File: src/rtl/screen_arbiter.sv
// screen_arbiter: shares one screen_writer sweep engine between N_REQ drawing clients.
// Define SCREEN_ARB_ROUND_ROBIN_EN for round-robin arbitration; default is fixed priority.
module screen_arbiter #(
   parameter int WIDTH        = 8,
   parameter int COLOUR_WIDTH = 3,
   parameter int N_REQ        = 4
) (
   input  logic                          clock,
   input  logic                          reset,
   input  logic [N_REQ-1:0]              req_start,
   input  logic [N_REQ*COLOUR_WIDTH-1:0] req_colour,
   input  logic [N_REQ*WIDTH-1:0]        req_x_min,
   input  logic [N_REQ*WIDTH-1:0]        req_y_min,
   input  logic [N_REQ*WIDTH-1:0]        req_x_range,
   input  logic [N_REQ*WIDTH-1:0]        req_y_range,
   output logic [N_REQ-1:0]              req_grant,
   output logic [N_REQ-1:0]              req_done,
   output logic [WIDTH-1:0]              req_x,
   output logic [WIDTH-1:0]              req_y,
   output logic [COLOUR_WIDTH-1:0]       req_old_colour,
   output logic                          screen_start,
   output logic [COLOUR_WIDTH-1:0]       new_screen_colour,
   output logic [WIDTH-1:0]              screen_x_min,
   output logic [WIDTH-1:0]              screen_y_min,
   output logic [WIDTH-1:0]              screen_x_range,
   output logic [WIDTH-1:0]              screen_y_range,
   input  logic [WIDTH-1:0]              screen_x,
   input  logic [WIDTH-1:0]              screen_y,
   input  logic [COLOUR_WIDTH-1:0]       old_screen_colour,
   input  logic                          screen_done
);
   localparam int OW = (N_REQ > 1) ? $clog2(N_REQ) : 1;

   localparam logic [1:0] S_IDLE  = 2'd0;
   localparam logic [1:0] S_START = 2'd1;
   localparam logic [1:0] S_BUSY  = 2'd2;
   localparam logic [1:0] S_DONE  = 2'd3;

   logic [1:0]       state_q, state_d;
   logic [OW-1:0]    owner_q, owner_d;
   logic [N_REQ-1:0] grant_q, grant_d;
   logic [WIDTH-1:0] x_min_q, x_min_d, y_min_q, y_min_d;
   logic [WIDTH-1:0] x_rng_q, x_rng_d, y_rng_q, y_rng_d;
   logic [OW-1:0]    win;
   logic             found;
   int               idx;

`ifdef SCREEN_ARB_ROUND_ROBIN_EN
   logic [OW-1:0] ptr_q, ptr_d;

   always_comb begin
      ptr_d = ptr_q;
      if (state_q == S_DONE) begin
         ptr_d = (owner_q == OW'(N_REQ - 1)) ? '0 : owner_q + OW'(1);
      end
   end

   always_ff @(posedge clock) begin
      if (reset) ptr_q <= '0;
      else       ptr_q <= ptr_d;
   end
`endif

   // First requester found scanning upward from the start index, wrapping at N_REQ.
   always_comb begin
      found = 1'b0;
      win   = '0;
      idx   = 0;
      for (int k = 0; k < N_REQ; k++) begin
`ifdef SCREEN_ARB_ROUND_ROBIN_EN
         idx = (int'(ptr_q) + k) % N_REQ;
`else
         idx = k;
`endif
         if (!found && req_start[OW'(idx)]) begin
            found = 1'b1;
            win   = OW'(idx);
         end
      end
   end

   always_comb begin
      state_d = state_q;
      owner_d = owner_q;
      grant_d = grant_q;
      x_min_d = x_min_q;
      y_min_d = y_min_q;
      x_rng_d = x_rng_q;
      y_rng_d = y_rng_q;
      case (state_q)
         S_IDLE: begin
            if (found) begin
               state_d      = S_START;
               owner_d      = win;
               grant_d      = '0;
               grant_d[win] = 1'b1;
               x_min_d      = req_x_min[int'(win)*WIDTH +: WIDTH];
               y_min_d      = req_y_min[int'(win)*WIDTH +: WIDTH];
               x_rng_d      = req_x_range[int'(win)*WIDTH +: WIDTH];
               y_rng_d      = req_y_range[int'(win)*WIDTH +: WIDTH];
            end
         end
         S_START: state_d = S_BUSY;
         S_BUSY: begin
            if (screen_done) state_d = S_DONE;
         end
         S_DONE: begin
            state_d = S_IDLE;
            grant_d = '0;
         end
         default: state_d = S_IDLE;
      endcase
   end

   always_ff @(posedge clock) begin
      if (reset) begin
         state_q <= S_IDLE;
         owner_q <= '0;
         grant_q <= '0;
         x_min_q <= '0;
         y_min_q <= '0;
         x_rng_q <= '0;
         y_rng_q <= '0;
      end else begin
         state_q <= state_d;
         owner_q <= owner_d;
         grant_q <= grant_d;
         x_min_q <= x_min_d;
         y_min_q <= y_min_d;
         x_rng_q <= x_rng_d;
         y_rng_q <= y_rng_d;
      end
   end

   assign req_grant      = grant_q;
   assign req_done       = (state_q == S_DONE) ? grant_q : '0;
   assign screen_start   = (state_q == S_START);
   assign screen_x_min   = x_min_q;
   assign screen_y_min   = y_min_q;
   assign screen_x_range = x_rng_q;
   assign screen_y_range = y_rng_q;
   assign req_x          = screen_x;
   assign req_y          = screen_y;
   assign req_old_colour = old_screen_colour;

   // Colour stays combinational: clients derive it from the pixel the writer is on right now.
   assign new_screen_colour = (grant_q != '0) ?
                              req_colour[int'(owner_q)*COLOUR_WIDTH +: COLOUR_WIDTH] : '0;
endmodule

File: config.mk
export PLATFORM = sky130hd
export DESIGN_NAME = screen_arbiter
export DESIGN_NICKNAME = d
export VERILOG_FILES = /design/src/rtl/screen_arbiter.sv
export SDC_FILE = /design/constraint.sdc
export NUM_CORES = 1
export LEC_CHECK = 0
export BUFFER_PORTS_ARGS = -buffer_cell sky130_fd_sc_hd__buf_4
export CELL_PAD_IN_SITES_DETAIL_PLACEMENT = 2
export CELL_PAD_IN_SITES_GLOBAL_PLACEMENT = 2
export CORE_UTILIZATION = 17
export CTS_BUF_LIST = sky130_fd_sc_hd__clkbuf_16
export DETAILED_ROUTE_END_ITERATION = 8
export PLACE_DENSITY = 0.95
export SYNTH_ARGS = -nofsm -noshare
export SYNTH_HDL_FRONTEND = slang
export SYNTH_SLANG_ARGS = --single-unit
File: constraint.sdc
create_clock -name clock -period 2.3 [get_ports clock]
set_input_delay 0.23 -clock clock [delete_from_list [all_inputs] [get_ports clock]]
set_output_delay 0.23 -clock clock [all_outputs]
set_load 0.02 [all_outputs]
==> run_results.csv <==
group,metric,value,unit
outcome,status,"finished, final reports clean",
worst_setup_path,cp.required,2490,ps
sta,period_share,74.4,%
logic_synthesis,synthArstFlopShare,0,%
logic_synthesis,synthDistinctLibCells,23,
clock_network,post_cts_buffers,0,
drt,totalWireLength,6.08,mm
clock_network,hold_buffers,0,
worst_setup_path,crit_arrival,1900,ps
logic_synthesis,avgSynthCellArea,9.44,sq um
drt,wl_per_cell,13.8,um
grt,grt_pass1_wl,9.11,mm
grt,antenna_found_initial,0,
sta,setup_ws,588,ps
floorplan,dieHeight,110,um
logic_synthesis,synth_xor_area_share,0,%
drt,final_antenna_net_count,0,
drt,drcViolationCount,0,
logic_synthesis,synth_edf_count,0,
finish,ff_latch_area,741,sq um
placed_design,hpwl,4.78,mm
sta,rsz0062_at_grt,"no",
power,ir_drop,0.318,mV
sta,setup_tns,0,ps
worst_setup_path,crit_path_max_incr_delay,360,ps
drt,post_drt_via_cell_ratio,4.16,
worst_setup_path,crit_type,"flip-flop to flip-flop",
grt,grt_usage,10.0,%
clock_network,h-tree-depth,2,
grt,gr-total-overflow,0,
placed_design,pre_cts_ws,533,ps
placed_design,io_buffers,114,
worst_setup_path,r2r_slack,590,ps
drt,dr.pass1.iters,4,
worst_setup_path,worstReg2RegStart,"state_q[0]$_SDFFE_PP0P_",
worst_hold_path,hold-path-endpoint,"owner_q[0]$_SDFFE_PP0P_",
finish,drive_gt1_share,42.3,%
worst_hold_path,hp-class,"input port to flip-flop",
grt,grt_pass1_vias,1932,
power,powerDensity,1090,nW/um^2
logic_synthesis,synth_adder_area_share,3.15,%
sta,slew_headroom,59.9,%
finish,final.fill_count,1308,
logic_synthesis,synthMuxAreaShare,18.2,%
sta,hold-worst-slack,192,ps
worst_setup_path,crit_chain,"inv_1, ha_1, o21a_2, buf_4, nor2_1, a211oi_1",
worst_setup_path,crit_slowest_cell,"dfxtp_1",
clock_network,cts_tree,"yes",
worst_hold_path,min-delay-start,"req_start[0]",
worst_hold_path,hold_path_depth,2,
floorplan,die_area,12100,sq um
worst_setup_path,r2r_end,"screen_y_range[3]$_SDFFE_PP0P_",
finish,design_area,2900,sq um
placed_design,place_area,2770,sq um
worst_setup_path,end_kind,"flip-flop",
logic_synthesis,syn_inst,210,
finish,synthToLayoutAreaGrowth,46.2,%
worst_setup_path,r2r_cells,6,
sta,hold_violations,0,
sta,slew_violations,0,
clock_network,clock_path_buffers,2,
logic_synthesis,ys.flop_type,"dfxtp_1",
clock_network,clockRootBuffer,"clkbuf_16",
clock_network,worstSkewPairLatency,280,ps
finish,multi_input_area,946,sq um
drt,vias,1833,
clock_network,cts_resized,0,
placed_design,gp_congestion,0.643,
worst_setup_path,cp_max_fo,34,
power,p_leak,1.44,nW
finish,num_antenna_cells,0,
finish,fin_nets,469,
clock_network,cts_sinks,37,
logic_synthesis,yosysWarnings,0,
logic_synthesis,synthSimpleGateAreaFrac,10.2,%
logic_synthesis,synth_top_family_by_area,"multiplexers",
sta,clock.fmax,0.584,GHz
floorplan,io_pins,229,
drt,drt_iter0_markers,23,
clock_network,cts_buffers,5,
logic_synthesis,seq_area_frac_synth,37.4,%
grt,grt_max_degree,39,
worst_setup_path,cp_num_buf_inv,2,
sta,post-route-min-period,1710,ps
floorplan,core,11400,sq um
floorplan,dieWidth,110,um
sta,setup_viol,0,
logic_synthesis,synth-compound-area-share,15.3,%
logic_synthesis,syn_area,1980,sq um
worst_setup_path,crit_family,"buffers and inverters",
logic_synthesis,ys_ff_latch,37,
clock_network,path_clk_slew,50,ps
run,maxCapViolCount,0,
sta,worst_pin_slew,601,ps
floorplan,start_util,17.4,%
sta,skew,3.63,ps
floorplan,num_rows,39,
worst_setup_path,start_kind,"flip-flop",
report_power, final:
| group | total, mW | switching [mW] | internal [mW] |
|---|---|---|---|
| Clock | 0.634 | 0.247 | 0.387 |
| Combinational | 1.48 | 0.841 | 0.640 |
| Sequential | 1.04 | 0.154 | 0.890 |
| Total | 3.16 | 1.24 | 1.92 |
area by class of cell:
| class | count | area share, % |
|---|---|---|
| Multi-Input combinational cell | 134 | 32.6 |
| Timing Repair Buffer | 117 | 30.7 |
| Sequential cell | 37 | 25.5 |
| Tap cell | 143 | 6.17 |
| Clock buffer | 5 | 4.31 |
| Inverter | 3 | 0.388 |
| Clock inverter | 2 | 0.259 |
how the worst max path moves through the flow:
stage,from,to,slack (ps),cells past startpoint
final,state_q[0]$_SDFFE_PP0P_,screen_y_range[3]$_SDFFE_PP0P_,590,6
after global routing,state_q[0]$_SDFFE_PP0P_,screen_y_range[3]$_SDFFE_PP0P_,380,6
after CTS,state_q[0]$_SDFFE_PP0P_,screen_y_range[3]$_SDFFE_PP0P_,520,6
after detailed placement,state_q[0]$_SDFFE_PP0P_,screen_y_range[3]$_SDFFE_PP0P_,530,6
after global placement,state_q[0]$_SDFFE_PP0P_,screen_y_range[3]$_SDFFE_PP0P_,670,6
after floorplan,state_q[0]$_SDFFE_PP0P_,screen_x_min[7]$_SDFFE_PP0P_,820,7
layout by cell type, fill, tap and decap left out:
cell type and instances:
a211oi_1 31, a211oi_2 2, a21oi_1 4, and2_1 2
buf_12 1, buf_4 116, clkbuf_16 5, clkinv_1 1
conb_1 4, dfxtp_1 37, ha_1 5, inv_1 4
mux2i_1 36, nand2b_1 2, nand2b_2 1, nand3_1 1
nand3b_1 1, nor2_1 40, nor3b_1 1, o21a_1 1
o21a_2 1, o21ai_0 2
registers in the layout, summed over array words and instances, names as in the netlist:
| register | flops |
|---|---|
| screen_x_range | 8 |
| req_grant | 2 |
| state_q | 2 |
| screen_y_range | 8 |
| owner_q | 1 |
| screen_y_min | 8 |
| screen_x_min | 8 |
worst register-to-register path, cell delays in order, from the launching register on:
cell      delay, ps
dfxtp_1         360
inv_1           110
ha_1            310
o21a_2          200
buf_4           320
nor2_1          120
a211oi_1        220
metal layers:
layer | global-route usage [%] | up-vias | share of wire [%]
met5 | 0 | - | 0
met3 | 3.12 | 10 | 7.4
met4 | 3.81 | 0 | 1.3
met2 | 19.6 | 80 | 55
li1 | - | 879 | -
met1 | 9.66 | 864 | 37
cell families (layout without fill, tap and decap cells):
family / count (synthesis) / in the layout
other: 1 / 4
DFF: 37 / 37
AOI/OAI and AO/OA: 41 / 41
adders and majority gates: 5 / 5
buffers and inverters: 42 / 127
and+or+nand+nor: 48 / 48
muxes: 36 / 36
synthesized netlist by cell type, drive strengths merged, types with 2 or more instances:
cell / count / area [sq um]
nor2: 40 / 150
dfxtp: 37 / 741
mux2i: 36 / 360
buf: 34 / 280
a211oi: 33 / 258
clkbuf: 5 / 20.0
ha: 5 / 62.6
a21oi: 4 / 20.0
inv: 3 / 11.3
nand2b: 3 / 18.8
and2: 2 / 12.5
o21a: 2 / 15.0
o21ai: 2 / 10.0
per-stage QoR:
stage          utilization, %  std cells  total power [mW]
2_1_floorplan               -        213              1.98
3_3_place_gp             24.3        434              2.49
3_5_place_dp             24.3        434              2.58
4_1_cts                  25.5        441              3.25
5_1_grt                  25.5        441              3.40
6_report                 25.5        441              3.16
No activity file was read; power rests on OpenSTA's default activity.
